[src/rtl/chrono48_start_core_pkg.sv]
// rtl/chrono48_start_core_pkg.sv - shared constants, types and helpers for the start-channel core
package chrono48_start_core_pkg;

    localparam int CLKS_PER_BIT = 1302;

    localparam logic [7:0] CMD_RESET    = 8'h41;
    localparam logic [7:0] CMD_RST_DAC  = 8'h42;
    localparam logic [7:0] CMD_INC_DAC  = 8'h43;
    localparam logic [7:0] CMD_RST_TEST = 8'h45;
    localparam logic [7:0] CMD_STARTUP  = 8'h4C;
    localparam logic [1:0] SEL_PREFIX   = 2'b11;
    localparam logic [4:0] READ_PREFIX  = 5'b10000;

    typedef enum logic [1:0] {LINK_UC, LINK_PC, LINK_PR} link_t;
    typedef enum logic [1:0] {UART_IDLE, UART_START, UART_DATA, UART_STOP} uart_state_t;

    function automatic link_t link_decode(input logic [1:0] sel);
        case (sel)
            2'b01:   return LINK_PC;
            2'b10:   return LINK_PR;
            default: return LINK_UC;
        endcase
    endfunction

    // Bytes 6 and 7 fall in the zero padding above the 48-bit stamp.
    function automatic logic [7:0] ts_byte(input logic [47:0] ts, input logic [2:0] k);
        logic [63:0] wide;
        wide = {16'h0000, ts};
        return wide[{k, 3'b000} +: 8];
    endfunction

endpackage

[src/rtl/chrono48_start_core_uart_rx.sv]
// rtl/chrono48_start_core_uart_rx.sv - 8N1 receiver, mid-bit sampling, glitch-rejecting start bit
module chrono48_start_core_uart_rx
    import chrono48_start_core_pkg::*;
#(
    parameter int CLKS_PER_BIT = chrono48_start_core_pkg::CLKS_PER_BIT
) (
    input  logic       clk,
    input  logic       rst,
    input  logic       rx,
    output logic [7:0] m_tdata,
    output logic       m_tvalid
);

    localparam int CW = $clog2(CLKS_PER_BIT);
    localparam logic [CW-1:0] BIT_LAST  = CW'(CLKS_PER_BIT - 1);
    localparam logic [CW-1:0] HALF_LAST = CW'(CLKS_PER_BIT / 2 - 1);

    uart_state_t   state, state_nxt;
    logic [1:0]    rx_sync;
    logic          rx_s;
    logic [CW-1:0] clk_cnt;
    logic [2:0]    bit_idx;
    logic [7:0]    shift;
    logic          cnt_clr, shift_en, frame_done;

    assign rx_s    = rx_sync[1];
    assign m_tdata = shift;

    always_ff @(posedge clk) begin
        if (rst) state <= UART_IDLE;
        else     state <= state_nxt;
    end

    always_comb begin
        state_nxt = state;
        case (state)
            UART_IDLE:  if (!rx_s) state_nxt = UART_START;
            UART_START: if (clk_cnt == HALF_LAST) state_nxt = rx_s ? UART_IDLE : UART_DATA;
            UART_DATA:  if (clk_cnt == BIT_LAST && bit_idx == 3'd7) state_nxt = UART_STOP;
            UART_STOP:  if (clk_cnt == BIT_LAST) state_nxt = UART_IDLE;
            default:    state_nxt = UART_IDLE;
        endcase
    end

    always_comb begin
        cnt_clr    = 1'b0;
        shift_en   = 1'b0;
        frame_done = 1'b0;
        case (state)
            UART_IDLE:  cnt_clr = 1'b1;
            UART_START: cnt_clr = (clk_cnt == HALF_LAST);
            UART_DATA: begin
                shift_en = (clk_cnt == BIT_LAST);
                cnt_clr  = (clk_cnt == BIT_LAST);
            end
            UART_STOP: begin
                frame_done = (clk_cnt == BIT_LAST);
                cnt_clr    = (clk_cnt == BIT_LAST);
            end
            default:    cnt_clr = 1'b1;
        endcase
    end

    always_ff @(posedge clk) begin
        if (rst) begin
            rx_sync  <= 2'b11;
            clk_cnt  <= '0;
            bit_idx  <= '0;
            shift    <= '0;
            m_tvalid <= 1'b0;
        end else begin
            rx_sync  <= {rx_sync[0], rx};
            clk_cnt  <= cnt_clr ? '0 : clk_cnt + CW'(1);
            m_tvalid <= frame_done;
            if (state == UART_IDLE) bit_idx <= '0;
            if (shift_en) begin
                shift   <= {rx_s, shift[7:1]};
                bit_idx <= bit_idx + 3'd1;
            end
        end
    end

endmodule

[src/rtl/chrono48_start_core_uart_tx.sv]
// rtl/chrono48_start_core_uart_tx.sv - 8N1 transmitter, one byte per 10 bit times
module chrono48_start_core_uart_tx
    import chrono48_start_core_pkg::*;
#(
    parameter int CLKS_PER_BIT = chrono48_start_core_pkg::CLKS_PER_BIT
) (
    input  logic       clk,
    input  logic       rst,
    input  logic [7:0] s_tdata,
    input  logic       s_tvalid,
    output logic       s_tready,
    output logic       tx
);

    localparam int CW = $clog2(CLKS_PER_BIT);
    localparam logic [CW-1:0] BIT_LAST = CW'(CLKS_PER_BIT - 1);

    uart_state_t   state, state_nxt;
    logic [CW-1:0] clk_cnt;
    logic [2:0]    bit_idx;
    logic [7:0]    shift;
    logic          bit_end;

    assign bit_end = (clk_cnt == BIT_LAST);

    always_ff @(posedge clk) begin
        if (rst) state <= UART_IDLE;
        else     state <= state_nxt;
    end

    always_comb begin
        state_nxt = state;
        case (state)
            UART_IDLE:  if (s_tvalid) state_nxt = UART_START;
            UART_START: if (bit_end) state_nxt = UART_DATA;
            UART_DATA:  if (bit_end && bit_idx == 3'd7) state_nxt = UART_STOP;
            UART_STOP:  if (bit_end) state_nxt = UART_IDLE;
            default:    state_nxt = UART_IDLE;
        endcase
    end

    always_comb begin
        s_tready = 1'b0;
        tx       = 1'b1;
        case (state)
            UART_IDLE:  s_tready = 1'b1;
            UART_START: tx = 1'b0;
            UART_DATA:  tx = shift[0];
            default:    tx = 1'b1;
        endcase
    end

    always_ff @(posedge clk) begin
        if (rst) begin
            clk_cnt <= '0;
            bit_idx <= '0;
            shift   <= '0;
        end else begin
            clk_cnt <= (state == UART_IDLE || bit_end) ? '0 : clk_cnt + CW'(1);
            if (state == UART_IDLE && s_tvalid) begin
                shift   <= s_tdata;
                bit_idx <= '0;
            end else if (state == UART_DATA && bit_end) begin
                shift   <= {1'b1, shift[7:1]};
                bit_idx <= bit_idx + 3'd1;
            end
        end
    end

endmodule

[src/rtl/chrono48_start_core.sv]
// rtl/chrono48_start_core.sv - start timestamping, command decode, DAC PWM and serial link mux
module chrono48_start_core
    import chrono48_start_core_pkg::*;
#(
    parameter int CLKS_PER_BIT = chrono48_start_core_pkg::CLKS_PER_BIT,
    parameter int TEST_DELAY   = 16
) (
    input  logic       clk,
    input  logic       rst,
    input  logic       start_pulse,
    input  logic [2:0] dev_addr,
    input  logic       rx_pc,
    input  logic       rx_uc,
    input  logic       rx_pr,
    input  logic       sel1,
    input  logic       sel0,
    output logic       clkout1,
    output logic       clkout2,
    output logic       startout1,
    output logic       startout2,
    output logic       intr,
    output logic       DACout,
    output logic       tx_pc,
    output logic       tx_uc,
    output logic       tx_pr,
    output logic       tst_stop_pulse,
    output logic       cmd_reset,
    output logic       cmd_rst_dac,
    output logic       cmd_inc_dac,
    output logic       cmd_dev_sel,
    output logic       cmd_rst_test
);

    localparam int TW = $clog2(TEST_DELAY + 1);

    link_t         link;
    logic          rx_line, tx_ser, tx_tready;
    logic [7:0]    rx_tdata;
    logic          rx_tvalid;
    logic          is_sel, sel_match, is_startup, is_read, read_go;
    logic [47:0]   counter, counter_nxt, timestamp;
    logic [2:0]    start_sync;
    logic [1:0]    holdoff;
    logic          start_go;
    logic [7:0]    dac_level, pwm_cnt;
    logic          selected, test_en, tst_act;
    logic [TW-1:0] tst_cnt;

    assign clkout1   = clk;
    assign clkout2   = clk;
    assign startout1 = start_pulse;
    assign startout2 = start_pulse;

    assign link = link_decode({sel1, sel0});

    always_comb begin
        case (link)
            LINK_PC: rx_line = rx_pc;
            LINK_PR: rx_line = rx_pr;
            default: rx_line = rx_uc;
        endcase
    end

    // Deselected transmit lines idle high so peers never see a start bit.
    assign tx_pc = (link == LINK_PC) ? tx_ser : 1'b1;
    assign tx_uc = (link == LINK_UC) ? tx_ser : 1'b1;
    assign tx_pr = (link == LINK_PR) ? tx_ser : 1'b1;

    chrono48_start_core_uart_rx #(.CLKS_PER_BIT(CLKS_PER_BIT)) u_rx (
        .clk      (clk),
        .rst      (rst),
        .rx       (rx_line),
        .m_tdata  (rx_tdata),
        .m_tvalid (rx_tvalid)
    );

    chrono48_start_core_uart_tx #(.CLKS_PER_BIT(CLKS_PER_BIT)) u_tx (
        .clk      (clk),
        .rst      (rst),
        .s_tdata  (ts_byte(timestamp, rx_tdata[2:0])),
        .s_tvalid (is_read),
        .s_tready (tx_tready),
        .tx       (tx_ser)
    );

    assign cmd_reset    = rx_tvalid && rx_tdata == CMD_RESET;
    assign cmd_rst_dac  = rx_tvalid && rx_tdata == CMD_RST_DAC;
    assign cmd_inc_dac  = rx_tvalid && rx_tdata == CMD_INC_DAC;
    assign cmd_rst_test = rx_tvalid && rx_tdata == CMD_RST_TEST;
    assign is_startup   = rx_tvalid && rx_tdata == CMD_STARTUP;
    assign is_sel       = rx_tvalid && rx_tdata[7:6] == SEL_PREFIX;
    assign sel_match    = rx_tdata[2:0] == dev_addr;
    assign cmd_dev_sel  = is_sel && sel_match;
    assign is_read      = rx_tvalid && rx_tdata[7:3] == READ_PREFIX && selected;
    assign read_go      = is_read && tx_tready;

    assign counter_nxt = counter + 48'd1;
    // Holdoff merges edges closer than 3 clocks into one capture.
    assign start_go    = start_sync[1] && !start_sync[2] && holdoff == 2'd0;
    assign DACout      = pwm_cnt < dac_level;

    always_ff @(posedge clk) begin
        if (rst) begin
            counter        <= '0;
            timestamp      <= '0;
            intr           <= 1'b0;
            start_sync     <= '0;
            holdoff        <= '0;
            dac_level      <= '0;
            pwm_cnt        <= '0;
            selected       <= 1'b0;
            test_en        <= 1'b0;
            tst_act        <= 1'b0;
            tst_cnt        <= '0;
            tst_stop_pulse <= 1'b0;
        end else begin
            counter    <= counter_nxt;
            pwm_cnt    <= pwm_cnt + 8'd1;
            start_sync <= {start_sync[1:0], start_pulse};

            if (start_go)              holdoff <= 2'd2;
            else if (holdoff != 2'd0)  holdoff <= holdoff - 2'd1;

            // Timestamp reads the counter as it stands after this edge.
            if (start_go) begin
                timestamp <= counter_nxt;
                intr      <= 1'b1;
            end else if (cmd_reset) begin
                timestamp <= '0;
                intr      <= 1'b0;
            end else if (read_go) begin
                intr      <= 1'b0;
            end

            if (cmd_reset || cmd_rst_test) test_en <= 1'b0;
            else if (is_startup)           test_en <= 1'b1;

            if (is_sel) selected <= sel_match;

            if (cmd_rst_dac)      dac_level <= '0;
            else if (cmd_inc_dac) dac_level <= dac_level + 8'd1;

            tst_stop_pulse <= 1'b0;
            if (cmd_reset || cmd_rst_test) begin
                tst_act <= 1'b0;
            end else if (start_go && test_en) begin
                tst_act <= 1'b1;
                tst_cnt <= TW'(TEST_DELAY - 1);
            end else if (tst_act) begin
                if (tst_cnt == '0) begin
                    tst_stop_pulse <= 1'b1;
                    tst_act        <= 1'b0;
                end else begin
                    tst_cnt <= tst_cnt - TW'(1);
                end
            end
        end
    end

endmodule

[config.mk]
export PLATFORM = sky130hd
export DESIGN_NAME = chrono48_start_core
export DESIGN_NICKNAME = d
export VERILOG_FILES = /design/src/rtl/chrono48_start_core_pkg.sv /design/src/rtl/chrono48_start_core_uart_rx.sv /design/src/rtl/chrono48_start_core_uart_tx.sv /design/src/rtl/chrono48_start_core.sv
export SDC_FILE = /design/constraint.sdc
export NUM_CORES = 1
export LEC_CHECK = 0
export BUFFER_PORTS_ARGS = -buffer_cell sky130_fd_sc_hd__buf_4
export CORE_ASPECT_RATIO = 1.2
export CORE_UTILIZATION = 42
export CTS_CLUSTER_DIAMETER = 30
export DETAILED_ROUTE_END_ITERATION = 16
export SETUP_SLACK_MARGIN = 0.4
export SYNTH_ARGS = -nofsm -noshare
export SYNTH_HDL_FRONTEND = slang
export SYNTH_HIERARCHICAL = 1
export SYNTH_SLANG_ARGS = --single-unit
[constraint.sdc]
create_clock -name clk -period 4.6 [get_ports clk]
set_input_delay 0.23 -clock clk [delete_from_list [all_inputs] [get_ports clk]]
set_output_delay 0.23 -clock clk [all_outputs]
set_load 0.01 [all_outputs]
==> impl_metrics.json, run 1 <==
{
  "worstPathBufferInverterCount": 3,
  "initial_utilization": 0.4322,
  "antenna-diode-count": 0,
  "first_global_vias": 5730,
  "drc_errors": 0,
  "post-synth-top-area-cell": "sky130_fd_sc_hd__dfxtp_1",
  "gp_routability_congestion": 0.7615,
  "worst-setup-path-type": "clock port to primary output",
  "synthesis.nets": 939,
  "status": "complete, no violations",
  "synth_edf_count": 0,
  "ys_types": 68,
  "dr_total_vias": 6019,
  "drt-pass1-iter-count": 4,
  "routed_via_density": 5.136,
  "postSynthCellCount": 901,
  "timing.critical_path.cells": "clkbuf_16 > clkbuf_16 > buf_4",
  "detailedRoute.firstIterationViolations": 302,
  "timing.final.setup_violations": 0,
  "grt_antenna_before_repair": 0,
  "drt-wirelength-per-cell_um": 14.09,
  "floorplan.die.width_um": 129.9,
  "core_area_um2": 19060,
  "ios": 26,
  "synth-seq-cells": 178,
  "ctsResizeCount": 0,
  "wl_um": 16510,
  "critical-path-top-delay-family": "buffers and inverters",
  "final.fill_count": 1817,
  "cpMostUsedCell": "sky130_fd_sc_hd__clkbuf_16",
  "power.ir.vdd_worst_v": 0.0002794,
  "ant_nets": 0,
  "postSynth.asyncResetShare": 0,
  "drv.max_cap_violation_count": 0,
  "setup_tns_ns": 0,
  "clock_skew_ns": 0.009304,
  "pre_cts_slack_ns": 1.951,
  "clk-insertion-delay-late_ns": 0.54,
  "post_synth.cell_area_avg_um2": 9.144,
  "number_of_buffers_inserted_by_post_cts_setup_repair": 0,
  "hpwl_um": 11410,
  "cts_tree": "done",
  "synth_top_cells_by_area": "sky130_fd_sc_hd__dfxtp_1, sky130_fd_sc_hd__xnor2_1, sky130_fd_sc_hd__nor2_1, sky130_fd_sc_hd__ha_1, sky130_fd_sc_hd__nand2_1",
  "power_per_cell_area_nw_per_um2": 364.6,
  "layout.cells.most_common": "sky130_fd_sc_hd__dfxtp_1",
  "ys.flop_type": "sky130_fd_sc_hd__dfxtp_1",
  "synth_largest_type_area_fraction": 0.4325,
  "worst_ep_required_time_ns": 4.37,
  "syn-cell-area_um2": 8239,
  "worstPathArrival_ns": 2.68,
  "maximum_number_of_pins_on_one_net_before_global_route_repair": 62,
  "rsz0062_at_grt": "no",
  "clkSlewWorstSetupHoldPaths_ns": 0.06,
  "crit_path_max_fanout": 2,
  "p_leak_nw": 3.264,
  "floorplan.rows": 55,
  "wire_length_of_the_first_global_routing_pass_um": 27910,
  "hp-class": "primary input to flop",
  "cpMaxStageDelayCell": "sky130_fd_sc_hd__clkbuf_16",
  "timing.slew.headroom": 0.4978,
  "fp.dieH_um": 155.4,
  "port-buffer-count": 25,
  "slew_viol_final": 0,
  "grt-ovfl-total": 0,
  "design.die.area_um2": 20180,
  "yosys_warnings": 6,
  "final-hold-violation-count": 0,
  "grt_usage": 0.1779,
  "final_critical_path_setup_slack_ns": 1.685,
  "final_layout_size_suffix_gt1_frac": 0.1168,
  "timing.critical_path.to_type": "primary output",
  "worstMarginPinSlew_ns": 0.7523,
  "layout-area-overhead-vs-synth_pct": 11.81,
  "most-common-layout-cells": "sky130_fd_sc_hd__dfxtp_1, sky130_fd_sc_hd__nor2_1, sky130_fd_sc_hd__nand2_1",
  "critical-path-max-stage-delay_ns": 0.13,
  "ys_seq_area_frac": 0.4325,
  "critical_path_start_type": "clock port",
  "nets": 941
}
layout make-up:
type,count,area (um2),share of cell area
Clock inverter,10,157.7,0.01711
Clock buffer,28,569.3,0.06180
Multi-Input combinational cell,632,4233,0.4595
Timing Repair Buffer,29,222.7,0.02417
Inverter,39,146.4,0.01589
Tap cell,256,320.3,0.03477
Sequential cell,178,3563,0.3868
worst reg2reg max path, stage by stage, from the launching register on:
cell and delay (ns):
sky130_fd_sc_hd__dfxtp_1 0.42, sky130_fd_sc_hd__and4_1 0.46, sky130_fd_sc_hd__nand4_1 0.39, sky130_fd_sc_hd__nor4_2 0.39, sky130_fd_sc_hd__xnor2_1 0.25, sky130_fd_sc_hd__o21ai_1 0.12
report_power, final:
part           leakage [nW]  internal, W  switching [W]
combinational          1.47    0.0000300      0.0000485
sequential             1.44      0.00155      0.0000102
clock                 0.361      0.00109       0.000627
total                  3.26      0.00267       0.000686
cell usage after synthesis (2+ instances only):
| cell | count |
|---|---|
| sky130_fd_sc_hd__dfxtp_1 | 178 |
| sky130_fd_sc_hd__nor2_1 | 114 |
| sky130_fd_sc_hd__nand2_1 | 83 |
| sky130_fd_sc_hd__xnor2_1 | 56 |
| sky130_fd_sc_hd__o21ai_0 | 40 |
| sky130_fd_sc_hd__inv_1 | 39 |
| sky130_fd_sc_hd__nand3_1 | 32 |
| sky130_fd_sc_hd__mux2i_1 | 29 |
| sky130_fd_sc_hd__nor3_1 | 29 |
| sky130_fd_sc_hd__ha_1 | 27 |
| sky130_fd_sc_hd__xor2_1 | 26 |
| sky130_fd_sc_hd__clkbuf_1 | 21 |
| sky130_fd_sc_hd__a21oi_1 | 15 |
| sky130_fd_sc_hd__buf_2 | 13 |
| sky130_fd_sc_hd__nand4_1 | 13 |
| sky130_fd_sc_hd__o21ai_1 | 13 |
| sky130_fd_sc_hd__and3_1 | 11 |
| sky130_fd_sc_hd__and4_1 | 11 |
| sky130_fd_sc_hd__nand2b_1 | 11 |
| sky130_fd_sc_hd__nor2_2 | 10 |
| sky130_fd_sc_hd__nor4_1 | 10 |
| sky130_fd_sc_hd__nor2b_1 | 9 |
| sky130_fd_sc_hd__mux4_2 | 8 |
| sky130_fd_sc_hd__o22ai_1 | 8 |
| sky130_fd_sc_hd__buf_4 | 7 |
| sky130_fd_sc_hd__buf_6 | 7 |
| sky130_fd_sc_hd__nor4_2 | 7 |
| sky130_fd_sc_hd__nor3b_1 | 6 |
| sky130_fd_sc_hd__o22a_1 | 6 |
| sky130_fd_sc_hd__and2_1 | 4 |
| sky130_fd_sc_hd__nand4_2 | 4 |
| sky130_fd_sc_hd__or3_1 | 4 |
| sky130_fd_sc_hd__a31oi_1 | 3 |
| sky130_fd_sc_hd__and4b_1 | 3 |
| sky130_fd_sc_hd__nor4_4 | 3 |
| sky130_fd_sc_hd__or2_2 | 3 |
| sky130_fd_sc_hd__a22oi_1 | 2 |
| sky130_fd_sc_hd__buf_1 | 2 |
| sky130_fd_sc_hd__nand4_4 | 2 |
| sky130_fd_sc_hd__nand4b_1 | 2 |
| sky130_fd_sc_hd__nand4bb_1 | 2 |
| sky130_fd_sc_hd__or4b_1 | 2 |
stage by stage:
stage	hold slack [ns]	utilization	std cells	cell area (um2)	total power (W)
6_report	0.08991	0.4833	1172	9213	0.003359
5_1_grt	0.1099	0.4833	1172	9213	0.003482
4_1_cts	0.07194	0.4833	1172	9213	0.003398
3_5_place_dp	0.3218	0.4449	1134	8481	0.001710
3_3_place_gp	0.3218	0.4449	1134	8481	0.001710
2_1_floorplan	0.2994	-	901	8239	0.001684
timing repair:
item | 4_1_cts | 5_1_grt
hold buffers | 2 | 0
endpoints found under the hold margin | 2 | 0
endpoints found under the setup margin | 0 | 0
per-layer routing:
layer  vias to the layer above  global-route usage  wire [um]  part of all wire
met5                         -                   0          0                 0
met4                         0             0.08472        315             0.019
met3                        18             0.04505        464             0.028
met2                        84              0.2857       7927              0.48
met1                      2820              0.2211       7803              0.47
li1                       3097                   -          -                 -
cell families after synthesis:
| kind of cell | Yosys count | synth area share |
|---|---|---|
| and+or+nand+nor | 387 | 0.2574 |
| AOI/OAI and AO/OA | 99 | 0.07031 |
| muxes | 37 | 0.05710 |
| buffers and inverters | 91 | 0.05452 |
| DFF | 178 | 0.4325 |
| adders and majority gates | 27 | 0.04100 |
| xor gates and xnor gates | 82 | 0.08717 |
path summary, 6_finish.rpt:
| check | depth (start not counted) | end | slack [ns] | startpoint |
|---|---|---|---|---|
| worst max-delay path | 3 | clkout2 | 1.69 | clk |
| worst min-delay path | 4 | u_rx/rx_sync[0]$_SDFF_PP1_ | 0.09 | rx_pr |
| worst max register to register | 5 | timestamp[35]$_SDFFE_PP0P_ | 2.45 | counter[7]$_SDFF_PP0_ |
| worst min register to register | 1 | u_rx/rx_sync[1]$_SDFF_PP1_ | 0.42 | u_rx/rx_sync[0]$_SDFF_PP1_ |
flip-flops by register name, summed over array words and instances, names as in the netlist, 2 cells and up, named ones only:
register      count
counter          48
dac_level         8
holdoff           2
pwm_cnt           8
start_sync        3
timestamp        48
tst_cnt           5
u_rx/bit_idx      3
u_rx/clk_cnt     11
u_rx/m_tdata      8
u_rx/rx_sync      2
u_tx/bit_idx      3
u_tx/clk_cnt     11
u_tx/shift        8
u_tx/state        2
Power figures use the tool's default switching activity.
==> run 2: changes to the inputs <==
Clock period 4.6 ns to 2.8 ns, I/O delays scaled along.
==> impl_metrics.json, run 2 (synthesis gave the netlist of run 1 again) <==
{
  "layout-area-overhead-vs-synth_pct": 12.77,
  "drv.max_cap_violation_count": 0,
  "p_leak_nw": 3.293,
  "final-hold-violation-count": 0,
  "clkSlewWorstSetupHoldPaths_ns": 0.07,
  "nets": 945,
  "ff_latch_area_um2": 3563,
  "ant_nets": 0,
  "final_period_minus_worst_setup_slack_ns": 2.249,
  "multi_input_comb_area_um2": 4252,
  "wl_um": 16610,
  "final.fill_count": 1864,
  "clock_skew_ns": 0.01058,
  "status": "complete, no violations",
  "timing.slew.headroom": 0.4875,
  "routed_via_density": 5.126,
  "grt-ovfl-total": 0,
  "critical_path_start_type": "flop",
  "worstMarginPinSlew_ns": 0.7668,
  "clk-insertion-delay-late_ns": 0.54,
  "power.ir.vdd_worst_v": 0.0004479,
  "fin_crit_sh": 0.8034,
  "most-common-layout-cells": "sky130_fd_sc_hd__dfxtp_1, sky130_fd_sc_hd__nor2_1, sky130_fd_sc_hd__nand2_1",
  "crit_path_max_fanout": 3,
  "timing.critical_path.to_type": "primary output",
  "fp.dieH_um": 155.4,
  "ios": 26,
  "pre_cts_slack_ns": 0.7365,
  "floorplan.die.width_um": 129.9,
  "final_layout_size_suffix_gt1_frac": 0.1228,
  "drc_errors": 0,
  "rsz0062_at_grt": "no",
  "setup_tns_ns": 0,
  "hp-class": "primary input to flop",
  "worst-setup-path-type": "flop to primary output",
  "grt_antenna_before_repair": 0,
  "hold-worst-slack_ns": 0.01373,
  "wire_length_of_the_first_global_routing_pass_um": 27680,
  "power_per_cell_area_nw_per_um2": 605.5,
  "design.die.area_um2": 20180,
  "drt-pass1-iter-count": 4,
  "fmax_mhz": 444.6,
  "port-buffer-count": 25,
  "drt-wirelength-per-cell_um": 14.12,
  "layout.cells.most_common": "sky130_fd_sc_hd__dfxtp_1",
  "worstPathArrival_ns": 2.11,
  "worst_ep_required_time_ns": 2.66,
  "final_critical_path_setup_slack_ns": 0.5506,
  "cts_tree": "done",
  "reg.largest.list": "counter (48), timestamp (48)",
  "antenna-diode-count": 0,
  "gp_routability_congestion": 0.7669,
  "dr_total_vias": 6028,
  "core_area_um2": 19060,
  "worst_reg2reg_setup_slack_ns": 0.74,
  "cpMaxStageDelayCell": "sky130_fd_sc_hd__dfxtp_1",
  "timing.critical_path.cells": "inv_1 > ha_1 > a2111oi_4 > nand2_1 > o21ai_0 > a31o_2 > buf_4",
  "slew_viol_final": 0,
  "detailedRoute.firstIterationViolations": 307,
  "hpwl_um": 11360,
  "critical-path-max-stage-delay_ns": 0.37,
  "floorplan.rows": 55,
  "first_global_vias": 5700,
  "maximum_number_of_pins_on_one_net_before_global_route_repair": 49,
  "grt_usage": 0.1773,
  "initial_utilization": 0.4322,
  "timing.final.setup_violations": 0
}
## run 2: worst paths after layout
kind                               from                          to  depth (start not counted)
min reg2reg  u_rx/rx_sync[0]$_SDFF_PP1_  u_rx/rx_sync[1]$_SDFF_PP1_                          1
max reg2reg       counter[0]$_SDFF_PP0_  timestamp[38]$_SDFFE_PP0P_                          6
max           dac_level[5]$_SDFFE_PP0P_                      DACout                          7
min                               rx_pr  u_rx/rx_sync[0]$_SDFF_PP1_                          4
## run 2: worst max-delay path, delay by kind of cell (launching register included)
family	cells	cell delay (ns)
AOI/OAI and AO/OA	3	0.56
DFF	1	0.37
buffers and inverters	2	0.20
and+or+nand+nor	1	0.08
adders and majority gates	1	0.36
## run 2: repair_timing
item / in CTS / in global routing
endpoints found under the hold margin: 2 / 0
buffers inserted: 0 / 0
endpoints found under the setup margin: 1 / 1
resized for setup: 1 / 2
hold buffers: 2 / 0
## run 2: through the flow
| step | power (W) | util | std cells | area (um2) |
|---|---|---|---|---|
| after detailed placement | 0.002813 | 0.4465 | 1138 | 8511 |
| final | 0.005626 | 0.4874 | 1176 | 9291 |
| after global placement | 0.002812 | 0.4465 | 1138 | 8511 |
| after CTS | 0.005705 | 0.4865 | 1176 | 9274 |
| after global routing | 0.005839 | 0.4874 | 1176 | 9291 |
| after floorplan | 0.002766 | - | 901 | 8239 |
## run 2: final cells by class
class | count | share of cell area
clock buffer | 26 | 0.05939
tap | 256 | 0.03447
clock inverter | 12 | 0.02208
sequential | 178 | 0.3835
multi-input combinational | 632 | 0.4576
timing repair buffer | 33 | 0.02720
inverter | 39 | 0.01576
## run 2: power breakdown
group	internal (W)	switching (W)
Clock	0.00187	0.00106
Combinational	0.0000502	0.0000831
Sequential	0.00255	0.0000157
Total	0.00447	0.00116
## run 2: layer usage
metal	GRT usage	wire (um)	vias up
li1	-	-	3092
met1	0.2232	8098	2863
met2	0.2872	7929	60
met3	0.03851	346	13
met4	0.08250	234	0
met5	0	0	-
==> run 3: changes to the inputs <==
Clock period 2.8 ns to 2.2 ns, I/O delays scaled along.
==> impl_metrics.json, run 3 (synthesis gave the netlist of run 1 again) <==
{
  "core_area_um2": 19060,
  "cts_tree": "done",
  "initial_utilization": 0.4322,
  "drt-wirelength-per-cell_um": 14.97,
  "post_dp_cell_area_um2": 8641,
  "final.fill_count": 1778,
  "nets": 979,
  "final_layout_size_suffix_gt1_frac": 0.2411,
  "pre_cts_slack_ns": 0.2655,
  "layout-area-overhead-vs-synth_pct": 21.17,
  "critical_path_start_type": "flop",
  "most-common-layout-cells": "sky130_fd_sc_hd__dfxtp_1, sky130_fd_sc_hd__nor2_1, sky130_fd_sc_hd__nand2_1",
  "final_period_minus_worst_setup_slack_ns": 2.014,
  "maximum_number_of_pins_on_one_net_before_global_route_repair": 43,
  "grt_antenna_before_repair": 0,
  "hp-class": "primary input to flop",
  "clk-insertion-delay-late_ns": 0.55,
  "p_leak_nw": 3.656,
  "hold-worst-slack_ns": 0.3627,
  "critical-path-max-stage-delay_ns": 0.36,
  "timing.slew.headroom": 0.6907,
  "fin_crit_sh": 0.9155,
  "fmax_mhz": 496.5,
  "final_critical_path_setup_slack_ns": 0.1859,
  "crit_path_max_fanout": 2,
  "drc_errors": 0,
  "routed_via_density": 5.131,
  "drv.max_cap_violation_count": 0,
  "worst_ep_required_time_ns": 2.09,
  "worstPathArrival_ns": 1.90,
  "drt-pass1-iter-count": 4,
  "rsz0062_at_grt": "yes",
  "clock_skew_ns": 0.01104,
  "worstRegToRegCells": 7,
  "grt_usage": 0.1857,
  "ant_nets": 0,
  "clkSlewWorstSetupHoldPaths_ns": 0.07,
  "port-buffer-count": 25,
  "floorplan.die.width_um": 129.9,
  "power_per_cell_area_nw_per_um2": 687.2,
  "wl_um": 18110,
  "setup_tns_ns": 0,
  "status": "complete, no violations",
  "worstMarginPinSlew_ns": 0.4639,
  "first_global_vias": 5936,
  "worstPathBufferInverterCount": 2,
  "dr_total_vias": 6209,
  "fp.dieH_um": 155.4,
  "ios": 26,
  "timing.critical_path.cells": "inv_2 > ha_4 > a2111oi_4 > nand2_1 > o21ai_1 > a31o_2 > buf_6",
  "reg.largest.list": "counter (48), timestamp (48)",
  "timing.critical_path.to_type": "primary output",
  "design.die.area_um2": 20180,
  "critical-path-top-delay-family": "compound AO/OA/AOI/OAI gates",
  "layout.cells.most_common": "sky130_fd_sc_hd__dfxtp_1",
  "grt-ovfl-total": 0,
  "final_cell_area_um2": 9983,
  "power.ir.vdd_worst_v": 0.0007684,
  "hpwl_um": 11660,
  "worst-setup-path-type": "flop to primary output",
  "cpMaxStageDelayCell": "sky130_fd_sc_hd__a2111oi_4",
  "wire_length_of_the_first_global_routing_pass_um": 29000,
  "critical_path_depth": 7,
  "final-hold-violation-count": 0,
  "antenna-diode-count": 0,
  "gp_routability_congestion": 0.7859,
  "floorplan.rows": 55,
  "timing.final.setup_violations": 0,
  "hold-path-cell-count": 7,
  "detailedRoute.firstIterationViolations": 462,
  "post-layout-total-power_w": 0.006860,
  "slew_viol_final": 0
}
==> run 3: cell count changes in the layout (fill, tap and decap cells not counted), sizes merged <==
cell | previous run | this run
buf | 33 | 62
dlygate4sd3 | 2 | 4
clkbuf | 24 | 21
and2 | 5 | 6
inv | 40 | 46
nand4 | 19 | 21
clkinvlp | 2 | 3
bufinv | 5 | 1
==> run 3: final timing paths <==
kind,end,from,slack (ns)
worst min register to register,u_rx/rx_sync[1]$_SDFF_PP1_,u_rx/rx_sync[0]$_SDFF_PP1_,0.42
worst min-delay path,selected$_SDFFE_PP0P_,dev_addr[0],0.36
worst max register to register,timestamp[35]$_SDFFE_PP0P_,counter[8]$_SDFF_PP0_,0.44
worst max-delay path,DACout,dac_level[5]$_SDFFE_PP0P_,0.19
==> run 3: where the power goes <==
part	internal, W	switching (W)	total (W)	leakage (nW)
clock	0.00194	0.00147	0.00341	0.334
sequential	0.00324	0.0000231	0.00326	1.45
combinational	0.0000787	0.000111	0.000190	1.87
total	0.00526	0.00160	0.00686	3.66
==> run 3: final cells by class <==
type | count | area (um2) | area share
clock buffer | 23 | 540.5 | 0.05414
clock inverter | 15 | 148.9 | 0.01491
inverter | 39 | 148.9 | 0.01491
multi-input combinational | 635 | 4661 | 0.4669
sequential | 178 | 3610 | 0.3616
tap | 256 | 320.3 | 0.03208
timing repair buffer | 64 | 554.3 | 0.05552
==> run 3: routing by layer <==
metal	wire length, um	vias to the layer above	global-route usage
met1	8499	2941	0.2331
li1	-	3172	-
met3	541	18	0.04230
met2	8746	78	0.3040
met4	325	0	0.07752
met5	0	-	0
==> run 3: worst register-to-register path, stage by stage (launching register included) <==
cell and delay [ns]:
sky130_fd_sc_hd__dfxtp_1 0.39, sky130_fd_sc_hd__and4_4 0.33, sky130_fd_sc_hd__buf_4 0.14, sky130_fd_sc_hd__nand4_1 0.07
sky130_fd_sc_hd__buf_4 0.18, sky130_fd_sc_hd__nor4_2 0.25, sky130_fd_sc_hd__xnor2_1 0.18, sky130_fd_sc_hd__o21ai_1 0.10
==> run 3: metrics by stage <==
step	std cells	util
3_5_place_dp	1152	0.4533
6_report	1210	0.5237
2_1_floorplan	901	-
3_3_place_gp	1152	0.4533
5_1_grt	1210	0.5237
4_1_cts	1198	0.5027
==> run 3: repair_timing <==
action | in CTS | in global routing
endpoints found under the hold margin | 3 | 0
hold buffers | 4 | 0
endpoints found under the setup margin | 84 | 93
resized for setup | 54 | 75
cloned | 0 | 3
buffers inserted | 6 | 9
pin swaps | 7 | 31
